===== config.mk =====
export PLATFORM = sky130hd
export DESIGN_NAME = oai221_bank
export DESIGN_NICKNAME = d
export VERILOG_FILES = /design/src/rtl/oai221_bank_pkg.sv /design/src/rtl/oai221_bank_lane.sv /design/src/rtl/oai221_bank.sv
export SDC_FILE = /design/constraint.sdc
export NUM_CORES = 1
export LEC_CHECK = 0
export ABC_AREA = 0
export ABC_CLOCK_PERIOD_IN_PS = 800
export BUFFER_PORTS_ARGS = -buffer_cell sky130_fd_sc_hd__buf_4
export CAP_MARGIN = 0
export CELL_PAD_IN_SITES_DETAIL_PLACEMENT = 2
export CELL_PAD_IN_SITES_GLOBAL_PLACEMENT = 2
export CORE_UTILIZATION = 13
export CTS_BUF_LIST = sky130_fd_sc_hd__clkbuf_16
export DETAILED_ROUTE_END_ITERATION = 7
export PLACE_DENSITY_LB_ADDON = 0.1
export SETUP_SLACK_MARGIN = 0.02
export SLEW_MARGIN = 20
export SYNTH_ARGS = -nofsm -noshare
export SYNTH_HDL_FRONTEND = slang
export SYNTH_HIERARCHICAL = 1
export SYNTH_SLANG_ARGS = --single-unit

===== constraint.sdc =====
create_clock -name CK -period 0.8 [get_ports CK]
set_input_delay 0.08 -clock CK [delete_from_list [all_inputs] [get_ports CK]]
set_output_delay 0.08 -clock CK [all_outputs]
set_load 0.02 [all_outputs]

===== src/rtl/oai221_bank_pkg.sv =====
// Shared definitions for the registered OAI221 lane bank.
// Optional scan chain is enabled by defining OAI221_BANK_SCAN_EN.
package oai221_bank_pkg;

    // Output flop reset value: the gate result for all-zero inputs
    localparam logic ZN_RST = 1'b1;

    // Number of registered gate inputs per lane when the input stage is present
    localparam int unsigned LANE_IN_BITS = 5;

    // Single OAI221 gate: !((c1|c2) & (b1|b2) & a)
    function automatic logic oai221(input logic a, input logic b1, input logic b2,
                                    input logic c1, input logic c2);
        return ~((c1 | c2) & (b1 | b2) & a);
    endfunction

    // Scan chain length for a given bank geometry
    function automatic int unsigned scan_len(input int unsigned width,
                                             input int unsigned stages);
        return (stages == 2) ? (LANE_IN_BITS + 1) * width + 2 : width + 1;
    endfunction

endpackage


===== src/rtl/oai221_bank_lane.sv =====
// One OAI221 lane: optional input register, gate and output flop.
// With OAI221_BANK_SCAN_EN defined, every flop gets a scan mux; the input
// register forms a 5-bit segment (A first) and the output flop a 1-bit segment.
module oai221_lane
    import oai221_bank_pkg::*;
#(
    parameter int unsigned STAGES = 1
) (
    input  logic clk_i,
    input  logic rst_ni,
    input  logic en_i,
    input  logic a_i,
    input  logic b1_i,
    input  logic b2_i,
    input  logic c1_i,
    input  logic c2_i,
`ifdef OAI221_BANK_SCAN_EN
    input  logic se_i,
    input  logic in_si_i,
    output logic in_so_o,
    input  logic zn_si_i,
`endif
    output logic zn_o
);

    // Gate operands, bit order {c2, c1, b2, b1, a}
    logic [LANE_IN_BITS-1:0] gate_in;
    logic                    zn_q;

    if (STAGES == 2) begin : g_in_reg
        logic [LANE_IN_BITS-1:0] in_q;

        // Input register; during shift A takes SI and C2 is the segment tail
        always_ff @(posedge clk_i or negedge rst_ni) begin
            if (!rst_ni) begin
                in_q <= '0;
`ifdef OAI221_BANK_SCAN_EN
            end else if (se_i) begin
                in_q <= {in_q[LANE_IN_BITS-2:0], in_si_i};
`endif
            end else if (en_i) begin
                in_q <= {c2_i, c1_i, b2_i, b1_i, a_i};
            end
        end

        assign gate_in = in_q;
`ifdef OAI221_BANK_SCAN_EN
        assign in_so_o = in_q[LANE_IN_BITS-1];
`endif
    end else begin : g_no_in_reg
        assign gate_in = {c2_i, c1_i, b2_i, b1_i, a_i};
`ifdef OAI221_BANK_SCAN_EN
        // No input flops: the input segment is empty
        assign in_so_o = in_si_i;
`endif
    end

    // Output flop captures the gate result; scan shift wins over enable
    always_ff @(posedge clk_i or negedge rst_ni) begin
        if (!rst_ni) begin
            zn_q <= ZN_RST;
`ifdef OAI221_BANK_SCAN_EN
        end else if (se_i) begin
            zn_q <= zn_si_i;
`endif
        end else if (en_i) begin
            zn_q <= oai221(gate_in[0], gate_in[1], gate_in[2], gate_in[3], gate_in[4]);
        end
    end

    assign zn_o = zn_q;

endmodule


===== src/rtl/oai221_bank.sv =====
// Registered bank of WIDTH OAI221 lanes with STAGES (1 or 2) register depth,
// a valid qualifier that travels alongside the data, and a global stall enable.
// Define OAI221_BANK_SCAN_EN to add the SE/SI/SO mux-scan chain.
module oai221_bank
    import oai221_bank_pkg::*;
#(
    parameter int unsigned WIDTH  = 4,
    parameter int unsigned STAGES = 1
) (
    input  logic             CK,
    input  logic             RN,
    input  logic             EN,
    input  logic             VLD_I,
    input  logic [WIDTH-1:0] A,
    input  logic [WIDTH-1:0] B1,
    input  logic [WIDTH-1:0] B2,
    input  logic [WIDTH-1:0] C1,
    input  logic [WIDTH-1:0] C2,
`ifdef OAI221_BANK_SCAN_EN
    input  logic             SE,
    input  logic             SI,
    output logic             SO,
`endif
    output logic [WIDTH-1:0] ZN,
    output logic             VLD_O
);

    if (STAGES != 1 && STAGES != 2) begin : g_bad_stages
        $error("oai221_bank: STAGES must be 1 or 2");
    end
    if (WIDTH < 1 || WIDTH > 64) begin : g_bad_width
        $error("oai221_bank: WIDTH must be in 1..64");
    end

    // Valid as seen by the output stage: VLD_I directly, or the registered copy
    logic vld_stage;
    logic vld_o_q;

`ifdef OAI221_BANK_SCAN_EN
    // in_chain walks the input-register segments lane by lane; zn_chain walks ZN
    logic [WIDTH:0] in_chain;
    logic [WIDTH:0] zn_chain;

    assign in_chain[0] = SI;
`endif

    for (genvar i = 0; i < WIDTH; i++) begin : g_lane
        oai221_lane #(
            .STAGES (STAGES)
        ) u_lane (
            .clk_i   (CK),
            .rst_ni  (RN),
            .en_i    (EN),
            .a_i     (A[i]),
            .b1_i    (B1[i]),
            .b2_i    (B2[i]),
            .c1_i    (C1[i]),
            .c2_i    (C2[i]),
`ifdef OAI221_BANK_SCAN_EN
            .se_i    (SE),
            .in_si_i (in_chain[i]),
            .in_so_o (in_chain[i+1]),
            .zn_si_i (zn_chain[i]),
`endif
            .zn_o    (ZN[i])
        );
`ifdef OAI221_BANK_SCAN_EN
        assign zn_chain[i+1] = ZN[i];
`endif
    end

    if (STAGES == 2) begin : g_vld_in
        logic vld_in_q;

        // Input-stage valid flop, sits between the input segments and ZN[0]
        always_ff @(posedge CK or negedge RN) begin
            if (!RN) begin
                vld_in_q <= 1'b0;
`ifdef OAI221_BANK_SCAN_EN
            end else if (SE) begin
                vld_in_q <= in_chain[WIDTH];
`endif
            end else if (EN) begin
                vld_in_q <= VLD_I;
            end
        end

        assign vld_stage = vld_in_q;
`ifdef OAI221_BANK_SCAN_EN
        assign zn_chain[0] = vld_in_q;
`endif
    end else begin : g_vld_direct
        assign vld_stage = VLD_I;
`ifdef OAI221_BANK_SCAN_EN
        assign zn_chain[0] = in_chain[WIDTH];
`endif
    end

    // Output valid flop; holds through stalls, tail of the scan chain
    always_ff @(posedge CK or negedge RN) begin
        if (!RN) begin
            vld_o_q <= 1'b0;
`ifdef OAI221_BANK_SCAN_EN
        end else if (SE) begin
            vld_o_q <= zn_chain[WIDTH];
`endif
        end else if (EN) begin
            vld_o_q <= vld_stage;
        end
    end

    assign VLD_O = vld_o_q;
`ifdef OAI221_BANK_SCAN_EN
    assign SO = vld_o_q;
`endif

endmodule

# Word level (Yosys, flattened, before mapping)
# Index checks and enable logic that the tools add are counted.
# op_classes
bitwise_logic	20
n_mul	0
eq_ne	0
div_mod_pow	0
n_shift	0
mux	0
add_sub_neg	0
n_lt_le_gt_ge	0
reduce_logical	0
# ops
cell	count
1-bit bitwise AND	8
1-bit bitwise OR	8
1-bit NOT	4
# totals
out_inout_bits	5
romBits	0
latchBits	0
reg_bits	5
inputBits	24
n_memories	0
ram_bits	0

# Depth between registers and ports, before layout
# Gate-level depths: netlist of the first run.
# depth
ltp_word	4
ltp_mapped	2
mapped_depth_nobuf	2

# Cells and area by module
# The synthesis of the first run kept the hierarchy.
# modules_own_cells
mod	area_per_inst_um2	instances	cells_each
oai221_lane	50.0	4	4
oai221_bank	40.0	1	2

# Least setup slack after synthesis of the first run
# No wires, ideal clock.
# synth_path
path_kind	register to register
from	register, netlist name VLD_O
to	register vld_o_q (netlist: VLD_O)
stages_incl_launch_ff	2
n_path_buf	0
period_less_slack_ns	0.835
t_required_ns	0.675
arrival_time_ns	0.710
path_slack_ns	-0.035
path_cell_list	dfrtp_1 > mux2_4
# synth_rtl
element	line_no	rtl
end signal: assignment	oai221_bank.sv:108	vld_o_q <= vld_stage;
end: declaration	oai221_bank.sv:37	logic vld_o_q;

# Worst setup path after layout of the first run
# layout_path
from	register g_lane[2].u_lane.zn_q
to	output ZN[2]
# layout_rtl
element	line_no	rtl
start: declaration	oai221_bank_lane.sv:28	logic zn_q;
start signal: assignment	oai221_bank_lane.sv:67	zn_q <= oai221(gate_in[0], gate_in[1], gate_in[2], gate_in[3], gate_in[4]);
end: declaration	oai221_bank.sv:24	output logic [WIDTH-1:0] ZN,
# No word-level cell between the ends.

==> reports/qor.csv, run 1 <==
metric,value,unit
worst-path-stages,1,
path_buf_inv,1,
drt_iter0_drc,2,
slew_violations,0,
worstPathRequired,0.72,ns
track_usage,11.3,%
pre_cts_slack,0.0286,ns
worst_pin_slew,0.124,ns
nets,81,
syn_avg_cell_area,13.3,um^2
seqCellArea,131,um^2
grt_pass1_wl,1.48,mm
vias,316,
die_h,45.0,um
timing.rr.start,g_lane[2].u_lane/zn_o$_DFFE_PN1P_,
start_util,13.9,%
core_area,0.00173,mm^2
fin_skew,0,ns
routed_via_density,3.90,
gp_congestion,0.626,
crit_type,flip-flop to output pin,
crit_fanout,2,
root_buffer,clkbuf_16,
fin_cells,81,
switching_power,285,uW
final_util,37.0,%
dr.pass1.iters,4,
internal-power,1.12,mW
syn_inst,18,
finalCritPeriodShare,119,%
drive_above_1_share,89.3,%
grt_start_max_net_pins,8,
cts_tree,done,
p_comb_share,19.8,%
synth_area,240,um^2
clkLatencyLatePin,0.22,ns
numCtsBuffers,3,
fin_crit,0.955,ns
totalWireLength,951,um
dp_cells,72,
cts_max_level,1,
synth_warnings,6,
clk_path_buf_depth,2,
powerDensity,2200,mW/mm^2
path_cells,buf_6,
rsz0062_at_grt,true,
end_kind,output pin,
fill_cells,203,
fp-row-count,15,
violations,setup timing,
status,"complete, but fails checks",
final_cell_mix,"buf_4 (28), buf_6 (5)",
ir_drop,1010,uV
max_freq,1050,MHz
sw_frac_of_total,20.3,%
p_seq_share,22.2,%
syn_nets,42,
hpwlAfterDp,752,um
die_x,45.0,um
overflow,0,
final_area,638,um^2
cp_top_family,flip-flops,
setup_viol,9,
reg2reg_slack,-0.05,ns
diodes,0,
yosysSeqAreaShare,54.2,%
endpoint,ZN[2],
r2r_cells,3,
leakagePower,0.296,nW
drc,0,
crit_path_start_kind,flip-flop,
r2r_end,g_lane[2].u_lane/zn_o$_DFFE_PN1P_,
final_common_cell,buf_4,
maxCapViolCount,0,
relSlewSlack,91.7,%
pwr-share-clk,58.0,%
post_drt_wl_per_cell,11.7,um
critPathSlowestCell,dfstp_2,
fin_ws,-0.155,ns
syn_to_final_growth,166,%
ys_types,6,
path_clk_slew,0.03,ns
critical_path.startpoint,g_lane[2].u_lane/zn_o$_DFFE_PN1P_,
hp-class,input pin to flip-flop,
cpPeakStageDelay,0.54,ns
placed_cell_area,500,um^2
multi_input_area,120,um^2
arrival,0.88,ns
ioPinCount,29,
ant_nets,0,
grt_pass1_vias,372,
cts_sinks,5,
die_area,0.00202,mm^2
hold_viol_final,0,
ys_seq_elements,5,
antenna_found_initial,0,
io_buffers,28,
==> cell families after synthesis <==
family             count (synthesis)  share of synthesized area (%)
AOI/OAI and AO/OA                  8                           33.3
DFF                                5                           54.2
muxes                              1                           6.25
and+or+nand+nor                    4                           6.25
==> repair_timing <==
item | CTS | global route
hold buffers | 1 | 0
endpoints found under the setup margin | 5 | 10
buffers inserted | 4 | 0
resized for setup | 5 | 0
hold endpoints to repair | 5 | 0
==> synth_stat cells <==
cell / number / area share [%]
nor2_1: 4 / 6.2
dfrtp_1: 1 / 10
mux2_4: 1 / 6.2
a21oi_2: 4 / 15
dfstp_2: 4 / 44
o221a_1: 4 / 19
==> power groups by stage <==
stage / combinational (mW) / clock [mW] / sequential (mW)
global placement: 0.222 / 0 / 0.311
floorplan: 0.0480 / 0 / 0.344
finish: 0.278 / 0.814 / 0.312
global route: 0.296 / 0.849 / 0.315
detailed placement: 0.232 / 0 / 0.313
CTS: 0.282 / 0.831 / 0.310
==> worst min path at each step <==
stage | from | to | slack, ns | cells after the start
after floorplan | RN | VLD_O$_DFFE_PN0P_ | -0.22 | 0
after global placement | RN | VLD_O$_DFFE_PN0P_ | -0.11 | 1
after detailed placement | RN | VLD_O$_DFFE_PN0P_ | -0.11 | 1
after CTS | EN | g_lane[2].u_lane/zn_o$_DFFE_PN1P_ | 0.01 | 2
after global routing | EN | g_lane[2].u_lane/zn_o$_DFFE_PN1P_ | 0.02 | 2
final | EN | g_lane[2].u_lane/zn_o$_DFFE_PN1P_ | 0.02 | 2
==> through the flow <==
step                TNS [ns]  power (mW)  hold slack [ns]
finish                -0.747        1.40           0.0171
global route          -0.984        1.46           0.0173
CTS                   -0.740        1.42           0.0133
detailed placement         0       0.545           -0.112
global placement           0       0.533           -0.114
floorplan            -0.0222       0.392           -0.216
==> flip-flops by register name, indices dropped and copies added, names as in the netlist <==
register,count
VLD_O,1
g_lane.u_lane/zn_o,4
==> layer usage <==
layer | track usage (%) | part of all wire [%] | up-vias
li1 | - | - | 146
met1 | 10.4 | 32 | 154
met2 | 20.0 | 61 | 16
met3 | 4.80 | 6.2 | 0
met4 | 7.27 | 0 | 0
met5 | 0 | 0 | -
==> layout make-up <==
class	count	area share, %
Clock buffer	3	11.8
Clock inverter	1	0.588
Tap cell	25	4.90
Multi-Input combinational cell	13	18.8
Timing Repair Buffer	34	43.3
Sequential cell	5	20.6
(Power assumes the default switching activity.)
==> run 2: changes to the inputs <==
- ABC_CLOCK_PERIOD_IN_PS: 800 -> 900
- CORE_UTILIZATION: 13 -> 14
- clock period: 0.8 -> 0.9 ns (I/O delays scaled with it)
==> reports/qor.csv, run 2 (same netlist as run 1, synthesis figures left out) <==
metric,value,unit,change
root_buffer,clkbuf_16,,
antenna_found_initial,0,,unchanged
timing.hold.ws,0.0937,ns,+0.0766 ns
cts_tree,done,,
totalWireLength,851,um,-11%
crit_type,flip-flop to output pin,,
fin_skew,0,ns,unchanged
reg2reg_slack,0.14,ns,+0.19 ns
final_common_cell,buf_4,,
grt_pass1_vias,332,,-11%
maxCapViolCount,0,,unchanged
dr.pass1.iters,5,,+1
ant_nets,0,,unchanged
leakagePower,0.272,nW,-8.0%
setup_viol,4,,-5
violations,"DRC, setup timing",,
end_kind,output pin,,
cpPeakStageDelay,0.53,ns,about the same
syn_to_final_growth,139,%,
io_buffers,28,,unchanged
max_freq,1040,MHz,
die_area,0.00189,mm^2,-6.8%
drt_iter0_drc,5,,+3
fin_ws,-0.0571,ns,+0.0983 ns
path_buf_inv,1,,unchanged
ir_drop,542,uV,-47%
gp_congestion,0.613,,-2.1%
core_area,0.00156,mm^2,-9.7%
numCtsBuffers,3,,unchanged
final_area,574,um^2,-10%
cp_top_family,flip-flops,,
rsz0062_at_grt,true,,
vias,293,,-7.3%
slew_violations,0,,unchanged
worstHoldStart,EN,,
finalSetupTns,-0.218,ns,+0.528 ns
pre_cts_slack,0.150,ns,+0.121 ns
worstPathRequired,0.81,ns,+0.09 ns
largest_reg_flops,4,,unchanged
start_util,15.4,%,+1.5 points
routed_via_density,4.37,,+12%
clkLatencyLatePin,0.22,ns,about the same
multi_input_area,110,um^2,-8.3%
die_h,43.4,um,-3.5%
crit_path_start_kind,flip-flop,,
clk_path_buf_depth,2,,unchanged
finalCritPeriodShare,106,%,
fin_total_pwr,1.20,mW,-15%
fin_crit,0.957,ns,
placed_cell_area,470,um^2,-6.0%
drive_above_1_share,78.4,%,-11 points
post_cts_buffers,0,,-4
hold_viol_final,0,,unchanged
relSlewSlack,91.8,%,+0.11 points
hpwlAfterDp,700,um,-7.0%
worst_pin_slew,0.122,ns,-0.00204 ns
fill_cells,168,,-17%
post_drt_wl_per_cell,12.7,um,+8.2%
nets,76,,-6.2%
drc,4,,+4
crit_fanout,2,,unchanged
seqCellArea,130,um^2,-0.95%
r2r_end,VLD_O$_DFFE_PN0P_,,
grt_start_max_net_pins,10,,+2
diodes,0,,unchanged
cts_sinks,5,,unchanged
timing.rr.start,VLD_O$_DFFE_PN0P_,,
path_cells,buf_6,,
powerDensity,2080,mW/mm^2,-5.4%
critPathSlowestCell,dfstp_2,,
status,"complete, but fails checks",,
die_x,43.4,um,-3.5%
overflow,0,,unchanged
track_usage,10.3,%,-0.97 points
arrival,0.87,ns,about the same
r2r_cells,1,,-2
hp-class,input pin to flip-flop,,
fp-row-count,14,,-1
cts_max_level,1,,unchanged
path_clk_slew,0.03,ns,about the same
hold-path-endpoint,g_lane[2].u_lane/zn_o$_DFFE_PN1P_,,
ioPinCount,29,,unchanged
grt_pass1_wl,1.35,mm,-9.3%
hold_depth,2,,unchanged
==> run 2: cell types whose count changed in the layout (fill, tap and decap cells not counted) <==
cell	change
buf_4	-4
nor2_1	+4
nor2_2	-4
dfrtp_1	+1
buf_6	-1
dfrtp_2	-1
==> run 2: worst max-delay path by stage <==
stage,to,cells after the start,start
finish,ZN[0],1,g_lane[0].u_lane/zn_o$_DFFE_PN1P_
global route,ZN[2],1,g_lane[2].u_lane/zn_o$_DFFE_PN1P_
CTS,ZN[2],1,g_lane[2].u_lane/zn_o$_DFFE_PN1P_
detailed placement,VLD_O$_DFFE_PN0P_,1,VLD_O$_DFFE_PN0P_
global placement,VLD_O$_DFFE_PN0P_,1,VLD_O$_DFFE_PN0P_
floorplan,VLD_O$_DFFE_PN0P_,1,VLD_O$_DFFE_PN0P_
==> run 2: final cells by class <==
cell class / count / area share [%]
Clock buffer: 3 / 13.1
Sequential cell: 5 / 22.7
Clock inverter: 1 / 0.654
Tap cell: 16 / 3.49
Timing Repair Buffer: 29 / 41.0
Multi-Input combinational cell: 13 / 19.2
==> run 2: power breakdown <==
part | internal (mW) | switching [mW]
clock network | 0.575 | 0.137
registers | 0.261 | 0.0144
logic | 0.130 | 0.0782
==> run 2: metal layers <==
metal / GRT usage [%] / part of all wire (%) / vias to the layer above
met5: 0 / 0 / -
met4: 9.38 / 3.2 / 0
met3: 5.00 / 11 / 4
met2: 17.3 / 53 / 24
met1: 8.97 / 32 / 129
li1: - / - / 136
==> run 2: what timing repair did <==
action | CTS | global route
hold buffers | 1 | 0
gates resized for setup | 4 | 0
endpoints found under the hold margin | 5 | 0
setup endpoints to repair | 4 | 4
==> run 2: metrics by stage <==
stage / cells / utilization, %
3_5_place_dp: 62 / 30.2
5_1_grt: 67 / 36.8
6_report: 67 / 36.8
2_1_floorplan: 18 / -
3_3_place_gp: 62 / 30.2
4_1_cts: 67 / 36.8
==> run 3: changes to the inputs <==
- ABC_CLOCK_PERIOD_IN_PS: 900 -> 1150
- CORE_UTILIZATION: 14 -> 15
- PLACE_DENSITY: default -> 0.75
- PLACE_DENSITY_LB_ADDON: 0.1 -> default
- clock period: 0.9 -> 1.15 ns (I/O delays scaled with it)
==> reports/qor.csv, run 3 (same netlist as run 1, synthesis figures left out) <==
metric,value,unit,change
status,"finished, final reports clean",,
worst_pin_slew,0.133,ns,+0.0104 ns
diodes,0,,unchanged
die_x,42.0,um,-3.2%
gp_congestion,0.663,,+8.2%
grt_pass1_vias,331,,-0.30%
leakagePower,0.265,nW,-2.7%
crit_path_start_kind,flip-flop,,
powerDensity,1680,mW/mm^2,-19%
fin_ws,0.153,ns,+0.210 ns
end_kind,output pin,,
hold_viol_final,0,,unchanged
finalCritPeriodShare,86.7,%,
dr.pass1.iters,2,,-3
totalWireLength,796,um,-6.5%
routed_via_density,4.46,,+2.0%
fill_cells,166,,-1.2%
die_area,0.00177,mm^2,-6.4%
ir_drop,484,uV,-11%
clkLatencyLatePin,0.23,ns,about the same
setup_viol,0,,-4
busiest_layer,met2,,
final_common_cell,buf_4,,
io_buffers,28,,unchanged
vias,299,,+2.0%
final_cell_mix,"buf_4 (28), o221a_1 (4), nor2_1 (4), a21oi_2 (4), dfstp_2 (4)",,
track_usage,10.9,%,+0.59 points
grt_use_met3,6.90,%,+1.9 points
crit_fanout,2,,unchanged
grt_use_met2,17.5,%,+0.23 points
fin_skew,0,ns,unchanged
ant_nets,0,,unchanged
grt_start_max_net_pins,10,,unchanged
fin_total_pwr,940,uW,-21%
path_buf_inv,1,,unchanged
maxCapViolCount,0,,unchanged
drive_above_1_share,80.4,%,+2.0 points
start_util,15.9,%,+0.54 points
slew_violations,0,,unchanged
core_area,0.00151,mm^2,-3.4%
path_cells,buf_4,,
root_buffer,clkbuf_16,,
numCtsBuffers,3,,unchanged
finalSetupTns,0,ns,+0.218 ns
timing.hold.ws,0.111,ns,+0.0176 ns
largest_reg_flops,4,,unchanged
pre_cts_slack,0.391,ns,+0.241 ns
path_clk_slew,0.03,ns,about the same
critPathSlowestCell,dfstp_2,,
dp_cells,62,,unchanged
cts_max_level,1,,unchanged
hp-class,input pin to flip-flop,,
rsz0062_at_grt,false,,
overflow,0,,unchanged
grt_pass1_wl,1.26,mm,-6.2%
drt_iter0_drc,1,,-4
relSlewSlack,91.1,%,-0.70 points
antenna_found_initial,0,,unchanged
drc,0,,-4
clk_path_buf_depth,2,,unchanged
syn_to_final_growth,133,%,
cts_sinks,5,,unchanged
nets,76,,unchanged
post_cts_buffers,0,,unchanged
worstPathRequired,1.03,ns,+0.22 ns
ioPinCount,29,,unchanged
post_drt_wl_per_cell,11.9,um,-6.5%
fp-row-count,14,,unchanged
fin_cells,67,,unchanged
cpPeakStageDelay,0.52,ns,about the same
crit_type,flip-flop to output pin,,
fin_crit,0.997,ns,
arrival,0.88,ns,about the same
cts_tree,done,,
cp_top_family,flip-flops,,
max_freq,1000,MHz,
die_h,42.0,um,-3.2%
grtUsageMet1,8.40,%,-0.57 points
-- run 3: path summary, 6_finish.rpt --
check                                                  start                                 to  slack (ns)  depth (start not counted)
hold / removal                                            EN  g_lane[3].u_lane/zn_o$_DFFE_PN1P_        0.11                          2
setup / recovery           g_lane[0].u_lane/zn_o$_DFFE_PN1P_                              ZN[0]        0.15                          1
min in group asynchronous                                 RN                  VLD_O$_DFFE_PN0P_        0.23                          2
hold reg to reg            g_lane[3].u_lane/zn_o$_DFFE_PN1P_  g_lane[3].u_lane/zn_o$_DFFE_PN1P_        0.52                          2
setup reg to reg                           VLD_O$_DFFE_PN0P_                  VLD_O$_DFFE_PN0P_        0.39                          1
max in group asynchronous                                 RN  g_lane[2].u_lane/zn_o$_DFFE_PN1P_        0.73                          2
-- run 3: layer usage --
metal | vias up | share of wire (%)
met5 | - | 0
met3 | 2 | 18
li1 | 136 | -
met1 | 130 | 30
met2 | 31 | 49
met4 | 0 | 2.1
-- run 3: where the power goes --
part | leakage, nW | switching (mW) | internal [mW]
combinational | 0.170 | 0.0612 | 0.0939
clock | 0.0409 | 0.119 | 0.454
sequential | 0.0539 | 0.00821 | 0.204
-- run 3: final cells by class --
class | count | area (um^2) | share of cell area, %
clock buffer | 3 | 75.1 | 13.4
sequential | 5 | 130 | 23.2
timing repair buffer | 29 | 220 | 39.3
clock inverter | 1 | 5.00 | 0.893
multi-input combinational | 13 | 110 | 19.6
tap | 16 | 20.0 | 3.57
-- run 3: through the flow --
| step | util, % | area [um^2] |
|---|---|---|
| 2_1_floorplan | - | 240 |
| 3_3_place_gp | 31.2 | 470 |
| 3_5_place_dp | 31.2 | 470 |
| 4_1_cts | 37.2 | 561 |
| 5_1_grt | 37.2 | 561 |
| 6_report | 37.2 | 561 |
-- run 3: timing repair --
action | in CTS | in global routing
endpoints found under the setup margin | 0 | 0
hold buffers | 1 | 0
endpoints found under the hold margin | 5 | 0
resized for setup | 0 | 0
